`src/rtl/ibex_fetch_queue_pkg.sv`:
```
// Shared types and helpers for the instruction fetch queue and its aligner.
package ibex_fetch_queue_pkg;

    typedef struct packed {
        logic [31:0] rdata;
        logic        err;
        logic        lo_err;
        logic        hi_err;
        logic        hi2_err;
    } fetch_word_t;

    localparam fetch_word_t FETCH_WORD_ZERO = '{
        rdata:   32'h0000_0000,
        err:     1'b0,
        lo_err:  1'b0,
        hi_err:  1'b0,
        hi2_err: 1'b0
    };

    // A half-word that errored is never treated as compressed.
    function automatic logic is_compressed(input logic [1:0] lsbs, input logic err);
        return (lsbs != 2'b11) & ~err;
    endfunction

endpackage

```
`src/rtl/ibex_fetch_align.sv`:
```
// Combinational aligner: turns the head word (and the following word when the
// PC is half-word aligned) into one instruction with its error and length flags.
module ibex_fetch_align
    import ibex_fetch_queue_pkg::*;
#(
    parameter bit AlignedOnly = 1'b0
) (
    input  fetch_word_t i_head,
    input  logic        i_head_valid,
    input  logic [15:0] i_next_rdata,
    input  logic        i_next_err,
    input  logic        i_next_lo_err,
    input  logic        i_next_valid,
    input  logic        i_pc1,
    output logic        o_valid,
    output logic [31:0] o_rdata,
    output logic        o_err,
    output logic        o_err_plus2,
    output logic        o_len_err,
    output logic        o_compressed,
    output logic        o_pop_ok
);

    logic w_c_lo;
    logic w_c_hi;

    // Select aligned or unaligned view of the head and derive the flags.
    always_comb begin
        w_c_lo = is_compressed(i_head.rdata[1:0], i_head.err);
        w_c_hi = is_compressed(i_head.rdata[17:16], i_head.err);
        if (AlignedOnly || !i_pc1) begin
            o_valid      = i_head_valid;
            o_rdata      = i_head.rdata;
            o_err        = i_head.err;
            o_err_plus2  = 1'b0;
            o_len_err    = i_head.lo_err | (i_head.hi_err & ~w_c_lo)
                         | (AlignedOnly ? (i_head.hi2_err & ~w_c_lo & i_pc1) : 1'b0);
            o_compressed = w_c_lo;
            // A compressed instruction in the low half leaves the high half to consume.
            o_pop_ok     = AlignedOnly ? 1'b1 : ~w_c_lo;
        end else begin
            o_valid      = w_c_hi ? i_head_valid : i_next_valid;
            o_rdata      = {i_next_rdata, i_head.rdata[31:16]};
            o_err        = i_head.err | (~w_c_hi & i_next_err);
            o_err_plus2  = i_next_err & ~i_head.err;
            o_len_err    = i_head.hi_err | (~w_c_hi & i_next_lo_err);
            o_compressed = w_c_hi;
            o_pop_ok     = 1'b1;
        end
    end

endmodule

```
`src/rtl/ibex_fetch_queue.sv`:
```
// Instruction fetch queue: shift-register storage of fetch responses with a
// zero-latency bypass, PC tracking, fill level and sticky overflow.
module ibex_fetch_queue
    import ibex_fetch_queue_pkg::*;
#(
    parameter int unsigned NUM_REQS    = 2,
    parameter int unsigned SIDE_W      = 6,
    parameter bit          AlignedOnly = 1'b0
) (
    input  logic                            clk_i,
    input  logic                            rst_i,
    input  logic                            clear_i,
    output logic [NUM_REQS-1:0]             busy_o,
    output logic [$clog2(NUM_REQS+2)-1:0]   level_o,
    output logic                            overflow_o,
    input  logic                            in_valid_i,
    input  logic [31:0]                     in_addr_i,
    input  logic [31:0]                     in_rdata_i,
    input  logic                            in_err_i,
    input  logic [SIDE_W-1:0]               in_side_i,
    input  logic                            in_lo_err_i,
    input  logic                            in_hi_err_i,
    input  logic                            in_hi2_err_i,
    output logic                            out_valid_o,
    input  logic                            out_ready_i,
    output logic                            out_imm_o,
    output logic [31:0]                     out_addr_o,
    output logic [31:0]                     out_rdata_o,
    output logic                            out_err_o,
    output logic                            out_err_plus2_o,
    output logic [SIDE_W-1:0]               out_side_o,
    output logic                            out_len_err_o
);

    localparam int unsigned DEPTH = NUM_REQS + 1;
    localparam int unsigned LVL_W = $clog2(DEPTH + 1);

    fetch_word_t       r_data [DEPTH];
    logic [SIDE_W-1:0] r_side [DEPTH];
    logic [DEPTH-1:0]  r_valid;
    logic [30:0]       r_pc;
    logic              r_overflow;
    logic [LVL_W-1:0]  r_level;

    fetch_word_t       w_in;
    fetch_word_t       w_head;
    logic              w_head_valid;
    logic [15:0]       w_next_rdata;
    logic              w_next_err;
    logic              w_next_lo_err;
    logic              w_next_valid;
    logic              w_compressed;
    logic              w_pop_ok;
    logic              w_full;
    logic              w_push;
    logic              w_accept;
    logic              w_pop;
    logic [DEPTH-1:0]  w_lowest_free;
    logic [DEPTH-1:0]  w_valid_pushed;
    logic [DEPTH-1:0]  w_valid_next;
    fetch_word_t       w_data_pushed [DEPTH];
    fetch_word_t       w_data_next [DEPTH];
    logic [SIDE_W-1:0] w_side_pushed [DEPTH];
    logic [SIDE_W-1:0] w_side_next [DEPTH];
    logic [LVL_W-1:0]  w_level_next;
    logic [30:0]       w_pc_next;
    logic              w_overflow_next;
    logic              w_unused_addr0;

    assign w_unused_addr0 = in_addr_i[0];

    // Head is entry 0 when valid, otherwise the incoming response (bypass).
    always_comb begin
        w_in          = '{rdata: in_rdata_i, err: in_err_i, lo_err: in_lo_err_i,
                          hi_err: in_hi_err_i, hi2_err: in_hi2_err_i};
        w_head        = r_valid[0] ? r_data[0] : w_in;
        w_head_valid  = r_valid[0] | in_valid_i;
        w_next_rdata  = r_valid[1] ? r_data[1].rdata[15:0] : in_rdata_i[15:0];
        w_next_err    = r_valid[1] ? r_data[1].err : in_err_i;
        w_next_lo_err = r_valid[1] ? r_data[1].lo_err : in_lo_err_i;
        w_next_valid  = r_valid[1] | (r_valid[0] & in_valid_i);
        out_side_o    = r_valid[0] ? r_side[0] : in_side_i;
    end

    ibex_fetch_align #(
        .AlignedOnly (AlignedOnly)
    ) u_align (
        .i_head        (w_head),
        .i_head_valid  (w_head_valid),
        .i_next_rdata  (w_next_rdata),
        .i_next_err    (w_next_err),
        .i_next_lo_err (w_next_lo_err),
        .i_next_valid  (w_next_valid),
        .i_pc1         (r_pc[0]),
        .o_valid       (out_valid_o),
        .o_rdata       (out_rdata_o),
        .o_err         (out_err_o),
        .o_err_plus2   (out_err_plus2_o),
        .o_len_err     (out_len_err_o),
        .o_compressed  (w_compressed),
        .o_pop_ok      (w_pop_ok)
    );

    // Push into the lowest free slot first, then shift everything down on a pop.
    always_comb begin
        w_full         = &r_valid;
        w_accept       = out_valid_o & out_ready_i;
        w_pop          = w_accept & w_pop_ok;
        w_push         = in_valid_i & ~clear_i & ~w_full;
        w_lowest_free  = ~r_valid & (r_valid + DEPTH'(1'b1));
        w_valid_pushed = r_valid | (w_push ? w_lowest_free : {DEPTH{1'b0}});
        for (int i = 0; i < DEPTH; i++) begin
            w_data_pushed[i] = (w_push & w_lowest_free[i]) ? w_in : r_data[i];
            w_side_pushed[i] = (w_push & w_lowest_free[i]) ? in_side_i : r_side[i];
        end
        for (int i = 0; i < DEPTH - 1; i++) begin
            w_data_next[i] = w_pop ? w_data_pushed[i+1] : w_data_pushed[i];
            w_side_next[i] = w_pop ? w_side_pushed[i+1] : w_side_pushed[i];
        end
        w_data_next[DEPTH-1] = w_data_pushed[DEPTH-1];
        w_side_next[DEPTH-1] = w_side_pushed[DEPTH-1];
        if (clear_i) begin
            w_valid_next    = {DEPTH{1'b0}};
            w_overflow_next = 1'b0;
        end else begin
            w_valid_next    = w_pop ? {1'b0, w_valid_pushed[DEPTH-1:1]} : w_valid_pushed;
            w_overflow_next = r_overflow | (in_valid_i & w_full);
        end
        w_level_next = {LVL_W{1'b0}};
        for (int i = 0; i < DEPTH; i++) begin
            w_level_next = w_level_next + LVL_W'(w_valid_next[i]);
        end
    end

    // PC counts half-words; redirect wins over an accept in the same cycle.
    always_comb begin
        if (clear_i) begin
            w_pc_next = in_addr_i[31:1];
        end else if (w_accept) begin
            w_pc_next = r_pc + (w_compressed ? 31'd1 : 31'd2);
        end else begin
            w_pc_next = r_pc;
        end
    end

    // State registers with synchronous reset.
    always_ff @(posedge clk_i) begin
        if (rst_i) begin
            r_valid    <= {DEPTH{1'b0}};
            r_pc       <= 31'd0;
            r_overflow <= 1'b0;
            r_level    <= {LVL_W{1'b0}};
            for (int i = 0; i < DEPTH; i++) begin
                r_data[i] <= FETCH_WORD_ZERO;
                r_side[i] <= {SIDE_W{1'b0}};
            end
        end else begin
            r_valid    <= w_valid_next;
            r_pc       <= w_pc_next;
            r_overflow <= w_overflow_next;
            r_level    <= w_level_next;
            for (int i = 0; i < DEPTH; i++) begin
                r_data[i] <= w_data_next[i];
                r_side[i] <= w_side_next[i];
            end
        end
    end

    assign busy_o     = r_valid[DEPTH-1:1];
    assign level_o    = r_level;
    assign overflow_o = r_overflow;
    assign out_imm_o  = ~r_valid[0];
    assign out_addr_o = {r_pc, 1'b0};

endmodule
```
`config.mk`:
```
export PLATFORM = sky130hd
export DESIGN_NAME = ibex_fetch_queue
export DESIGN_NICKNAME = d
export VERILOG_FILES = /design/src/rtl/ibex_fetch_queue_pkg.sv /design/src/rtl/ibex_fetch_align.sv /design/src/rtl/ibex_fetch_queue.sv
export SDC_FILE = /design/constraint.sdc
export NUM_CORES = 1
export LEC_CHECK = 0
export BUFFER_PORTS_ARGS = -buffer_cell sky130_fd_sc_hd__buf_4
export CAP_MARGIN = 0
export CORE_MARGIN = 4
export CORE_UTILIZATION = 51
export CTS_CLUSTER_SIZE = 8
export DETAILED_ROUTE_END_ITERATION = 10
export PLACE_DENSITY = 0.77
export SYNTH_ARGS = -nofsm -noshare
export SYNTH_HDL_FRONTEND = slang
export SYNTH_SLANG_ARGS = --single-unit
```
`constraint.sdc`:
```
create_clock -name clk_i -period 3.33 [get_ports clk_i]
set_clock_uncertainty 0.05 [all_clocks]
set_input_delay 0.1665 -clock clk_i [delete_from_list [all_inputs] [get_ports clk_i]]
set_output_delay 0.1665 -clock clk_i [all_outputs]
set_load 0.01 [all_outputs]
```
==> results of run 1 <==
-- synthesized netlist by cell type, types with 2 or more instances --
| library cell | instances | area [sq um] |
|---|---|---|
| a2111oi_0 | 4 | 35.0 |
| a211oi_1 | 105 | 788 |
| a21oi_1 | 65 | 325 |
| a311o_1 | 4 | 40.0 |
| a311oi_1 | 23 | 201 |
| a31o_2 | 2 | 17.5 |
| a31oi_1 | 3 | 18.8 |
| and2_1 | 2 | 12.5 |
| and3_1 | 14 | 87.6 |
| and4_1 | 3 | 26.3 |
| buf_1 | 9 | 33.8 |
| buf_2 | 17 | 85.1 |
| buf_4 | 5 | 37.5 |
| clkbuf_1 | 66 | 248 |
| dfxtp_1 | 160 | 3200 |
| fa_1 | 2 | 40.0 |
| inv_1 | 15 | 56.3 |
| mux2_2 | 47 | 529 |
| mux2i_1 | 101 | 1010 |
| mux4_2 | 16 | 360 |
| nand2_1 | 24 | 90.1 |
| nand3_1 | 8 | 40.0 |
| nand4_1 | 10 | 62.6 |
| nor2_1 | 77 | 289 |
| nor2b_1 | 26 | 163 |
| nor3_1 | 45 | 225 |
| nor4_1 | 5 | 31.3 |
| o211ai_1 | 2 | 15.0 |
| o21ai_0 | 11 | 55.1 |
| o31ai_1 | 14 | 105 |
| or2_2 | 3 | 18.8 |
| or3_1 | 8 | 50.1 |
| or4_1 | 13 | 97.6 |
-- layer usage --
metal | global-route usage | part of all wire
met2 | 0.417 | 0.47
met4 | 0.0978 | 0.020
met1 | 0.341 | 0.43
met5 | 0 | 0
met3 | 0.0570 | 0.076
-- timing repair --
action / in CTS / in global routing
resized for setup: 0 / 3
endpoints found under the hold margin: 53 / 0
endpoints found under the setup margin: 0 / 3
hold buffers: 53 / 0
-- power breakdown --
part	switching [W]	internal [W]	total (W)
logic	0.000607	0.000531	0.00114
clock network	0.000845	0.00106	0.00190
registers	0.0000923	0.00205	0.00214
-- sequential cells by signal (all words and copies together), names as in the netlist --
name,flops
r_data,105
r_pc,31
r_side,18
r_valid,3
level_o,2
overflow_o,1
-- logic make-up after synthesis --
kind of cell,after synthesis
xor gates and xnor gates,1
muxes,164
AOI/OAI and AO/OA,246
buffers and inverters,112
adders and majority gates,3
DFF,160
other,1
and+or+nand+nor,244
-- final cells by class --
| class | count | area share |
|---|---|---|
| multi-input combinational | 659 | 0.453 |
| sequential | 160 | 0.290 |
| timing repair buffer | 236 | 0.176 |
| clock buffer | 18 | 0.0396 |
| tap | 220 | 0.0248 |
| clock inverter | 14 | 0.0119 |
| inverter | 15 | 0.00508 |
| antenna | 1 | 0.000226 |
-- worst max-delay path, delay by kind of cell (launching register included) --
| kind | cells | cell delay, ns |
|---|---|---|
| AO/OA/AOI/OAI | 3 | 0.55 |
| adder cells (fa/ha/maj) | 1 | 0.44 |
| buffers and inverters | 1 | 0.21 |
| flip-flops | 1 | 0.39 |
| AND/OR/NAND/NOR | 4 | 1.39 |
-- metrics by stage --
| step | power (W) | instances |
|---|---|---|
| floorplan | 0.00282 | 931 |
| global placement | 0.00322 | 1237 |
| detailed placement | 0.00324 | 1237 |
| CTS | 0.00519 | 1322 |
| global route | 0.00538 | 1323 |
| finish | 0.00518 | 1323 |
-- worst max path at each step --
| stage | startpoint | endpoint | slack (ns) | depth (start not counted) |
|---|---|---|---|---|
| floorplan | r_valid[0] | r_pc[18] | 0.006 | 13 |
| global placement | r_valid[0] | level_o[0] | 0.19 | 8 |
| detailed placement | r_valid[0] | level_o[0] | 0.09 | 8 |
| CTS | r_valid[0] | level_o[0] | 0.08 | 8 |
| global route | r_valid[0] | r_pc[30] | 0.01 | 9 |
| finish | r_valid[0] | r_pc[24] | 0.19 | 9 |
==> out/results.ini, run 1 <==
[outcome]
outcome=complete, no violations

[clock_network]
clk_latency_ns=0.43
clockRootBuffer=clkbuf_16
cts_num_sinks=160
htree_levels=4
cts_buffer_depth=2
cts_tree=yes
postCtsSetupRepairBufs=0
clkTransAtPathRegs_ns=0.07
cts_buffers=17

[timing]
rsz0062_at_grt=no
final_max_slew_viol_count=0
slew_headroom=0.348
fin_ws_ns=0.195
tightest_slew_ns=0.978
hold_slack_ns=0.0135
fmax_mhz=319
setup_viol=0
finalCriticalPeriod_ns=3.14
tns_ns=0
fin_crit_sh=0.942
report.final.hold_viol_count=0

[final_layout]
mostFrequentLayoutCell=buf_4
final_cell_mix=buf_4, dfxtp_1, a211oi_1
design_area_sq_um=11100
fin_nets=1171
fin_util=0.668
seq_area_sq_um=3210
layout-drive-gt1-share=0.272
syn2layout_area_growth_pct=28.5
fill_cells=1358
multi_input_area_sq_um=5020

[floorplanning]
coreArea_sq_um=16600
die_h_um=138
pin_count=159
dieArea_sq_um=19000
rows=47
die_w_um=138
start_util=0.520

[setup_path]
max_stage_delay_ns=0.52
crit_required_ns=3.61
ff2ff_path_depth=9
end_kind=register
critPathMaxFanout=29
worstReg2RegEnd=r_pc[24]
crit_chain=nand3_1 -> o21ai_0 -> or3b_2 -> fa_1 -> and4b_1 -> a31oi_2 -> buf_12 -> or4_1 -> a311oi_1
critical_path_arrival_ns=3.41
r2r_start=r_valid[0]
path_class=reg2reg
start_kind=register
r2r_slack_ns=0.19
crit_path_top_delay_cell=or3b_2

[drt]
num_vias=8115
postRouteAntennaNets=0
drt_first_pass_iters=5
via_per_inst=6.13
wl_mm=25.5
route.detailed.drc=0
drt_iter0_drc=543
routedWlPerCell_um=19.3

[synth]
mappedNetlistNets=1013
syn_area_sq_um=8620
yosysSeqAreaShare=0.372
synth_cells=931
ys.flop_type=dfxtp_1
yosysWarnings=0
yosys.area_share.adder=0.00610
ys_types=55
synth_edf_count=0
syn_area_per_cell_sq_um=9.26
synth_top_family_by_area=multiplexers
ys_ff_latch=160
async_flop_share=0
synth-compound-area-share=0.203
synth_mux_area_frac=0.220
synth_simple_gate_area_share=0.144
synth_xor_area_frac=0.00102

[pwr]
powerDensity_nw_per_um2=467
irDropWorstVdd_mv=0.380
leakage_nw=4.02

[global_route]
grt_usage=0.258
grt_antenna_before_repair=1
grt_pass1_vias=7913
gr-total-overflow=0
grt_max_degree=92
grt_pass1_wl_mm=41.5

[worst_hold_path]
hold_class=in2reg
hold_end=r_data[0][103]
hold_depth=3
holdCritStartpoint=in_rdata_i[27]

[placed_design]
dpl_worst_slack_ns=0.0903
hpwlAfterDp_mm=16.2
io_buffers=155
dpl-instance-area_sq_um=9960
place.gp.congestion=0.876

[job]
maxCapViolCount=0

Power figures use the tool's default switching activity.
==> run 2, diff against run 1 <==
--- a/config.mk
+++ b/config.mk
@@ -12,6 +12,8 @@
 export CTS_CLUSTER_SIZE = 8
 export DETAILED_ROUTE_END_ITERATION = 10
 export PLACE_DENSITY = 0.77
+export RECOVER_POWER = 50
+export SETUP_SLACK_MARGIN = 0.02
 export SYNTH_ARGS = -nofsm -noshare
 export SYNTH_HDL_FRONTEND = slang
 export SYNTH_SLANG_ARGS = --single-unit
==> run 2 against run 1 <==
The run now ends with capacitance limit, slew limit left; wire length down 0.25%; setup slack worse by 0.038 ns; via count down 1.0%; sequential cell count unchanged; core utilization down 1.4 points; global-route usage up 0.17 points; sequential share of layout area up 0.57 points; count of clock-buffer cells in the layout down 1; critical path depth down 1; register-to-register slack worse by 0.04 ns; combinational power down 5%; largest cell class unchanged.
==> out/results.ini, run 2 (synthesis results as in run 1) <==
[outcome]
outcome=complete, but fails checks
violations=capacitance limit, slew limit

[placed_design]
io_buffers=155
place.gp.congestion=0.864
hpwlAfterDp_mm=15.8

[timing]
tightest_slew_ns=1.62
rsz0062_at_grt=no
tns_ns=0
finalCriticalPeriod_ns=3.17
slew_headroom=-0.0784
final_max_slew_viol_count=74
fmax_mhz=315
setup_viol=0
report.final.hold_viol_count=0
fin_crit_sh=0.953

[job]
maxCapViolCount=2

[drt]
via_per_inst=6.10
drt_first_pass_iters=5
postRouteAntennaNets=0
routedWlPerCell_um=19.3
route.detailed.drc=0
num_vias=8034
wl_mm=25.4
drt_iter0_drc=443

[final_layout]
syn2layout_area_growth_pct=25.9
largest_reg_flops=105
mostFrequentLayoutCell=dfxtp_1
layout-drive-gt1-share=0.217
fin_nets=1165
n_antenna_cell=0
top_regs=r_data x105, r_pc x31, r_side x18
largest-register=r_data
fill_cells=1427
final_cell_mix=dfxtp_1, buf_4, a211oi_1

[clock_network]
clkTransAtPathRegs_ns=0.07
cts_num_sinks=160
clockRootBuffer=clkbuf_16
clk_latency_ns=0.43
cts_buffer_depth=2
htree_levels=4
postCtsSetupRepairBufs=0
cts_resized=0
cts_tree=yes
cts_buffers=17

[global_route]
grt_pass1_wl_mm=41.3
grt_antenna_before_repair=0
grt_max_degree=96
grt_usage=0.260
gr-total-overflow=0
grt_pass1_vias=7847

[floorplanning]
start_util=0.520
rows=47
dieArea_sq_um=19000
pin_count=159
coreArea_sq_um=16600
die_h_um=138
die_w_um=138

[setup_path]
cp_top_family=simple AND/OR/NAND/NOR gates
worstReg2RegEnd=r_pc[16]
crit_chain=o21ai_0 -> or3b_2 -> fa_1 -> and4b_1 -> a31oi_2 -> buf_12 -> or4_1 -> a311oi_1
end_kind=register
critical_path_arrival_ns=3.45
crit_path_top_delay_cell=or3b_2
r2r_start=r_valid[0]
path_buf_inv=1
ff2ff_path_depth=8
start_kind=register
crit_required_ns=3.61
r2r_slack_ns=0.16
max_stage_delay_ns=0.55
path_class=reg2reg
critPathMaxFanout=29

[worst_hold_path]
hold_class=in2reg
hold_end=r_data[0][97]
holdCritStartpoint=in_rdata_i[21]
hold_depth=3

[pwr]
powerDensity_nw_per_um2=495
power_w=0.00537
leakage_nw=3.82
irDropWorstVdd_mv=0.382

run 2: final cells by class:
class	instances	area, sq um	share of cell area
Tap cell	220	275	0.0254
Sequential cell	160	3210	0.295
Clock buffer	17	425	0.0392
Inverter	15	56.3	0.00519
Timing Repair Buffer	230	1660	0.153
Clock inverter	15	220	0.0203
Multi-Input combinational cell	659	5010	0.461
run 2: report_power, final:
| group | switching (W) | total [W] | leakage [nW] | internal, W |
|---|---|---|---|---|
| Sequential | 0.0000890 | 0.00213 | 1.31 | 0.00204 |
| Clock | 0.000876 | 0.00216 | 0.312 | 0.00128 |
| Combinational | 0.000603 | 0.00108 | 2.20 | 0.000479 |
| Total | 0.00157 | 0.00537 | 3.82 | 0.00380 |
run 2: tightest hold or removal path: cells and delay by family:
family        cells  cell delay [ns]
buf+inv           1             0.11
mux               1             0.09
simple gates      1             0.08
run 2: timing repair:
action | 4_1_cts | 5_1_grt
hold endpoints to repair | 50 | 0
setup endpoints to repair | 0 | 0
hold buffers | 50 | 0
run 2: worst max-delay path by stage:
stage | slack [ns] | startpoint | depth (start not counted) | endpoint
floorplan | 0.09 | r_valid[0] | 13 | r_pc[18]
global placement | 0.28 | r_valid[0] | 9 | r_pc[18]
detailed placement | 0.19 | r_valid[0] | 8 | r_pc[18]
CTS | 0.18 | r_valid[0] | 8 | r_pc[26]
global route | 0.03 | r_valid[0] | 8 | r_pc[16]
finish | 0.16 | r_valid[0] | 8 | r_pc[16]
run 2: layer usage:
metal	routed length, um	up-vias	part of all wire	global-route usage
met3	1710	40	0.067	0.0687
met2	12000	289	0.47	0.424
li1	-	3821	-	-
met5	0	-	0	0
met1	11200	3884	0.44	0.341
met4	479	0	0.019	0.0780
run 2: per-stage QoR:
| stage | instances | cell area (sq um) | utilization | setup slack [ns] | hold WS, ns |
|---|---|---|---|---|---|
| 5_1_grt | 1316 | 10900 | 0.654 | 0.0283 | 0.00591 |
| 3_5_place_dp | 1234 | 9940 | 0.599 | 0.194 | 0.410 |
| 6_report | 1316 | 10900 | 0.654 | 0.157 | 0.00635 |
| 3_3_place_gp | 1234 | 9940 | 0.599 | 0.278 | 0.380 |
| 4_1_cts | 1316 | 11100 | 0.669 | 0.176 | 0.00172 |
| 2_1_floorplan | 931 | 8620 | - | 0.0925 | 0.261 |
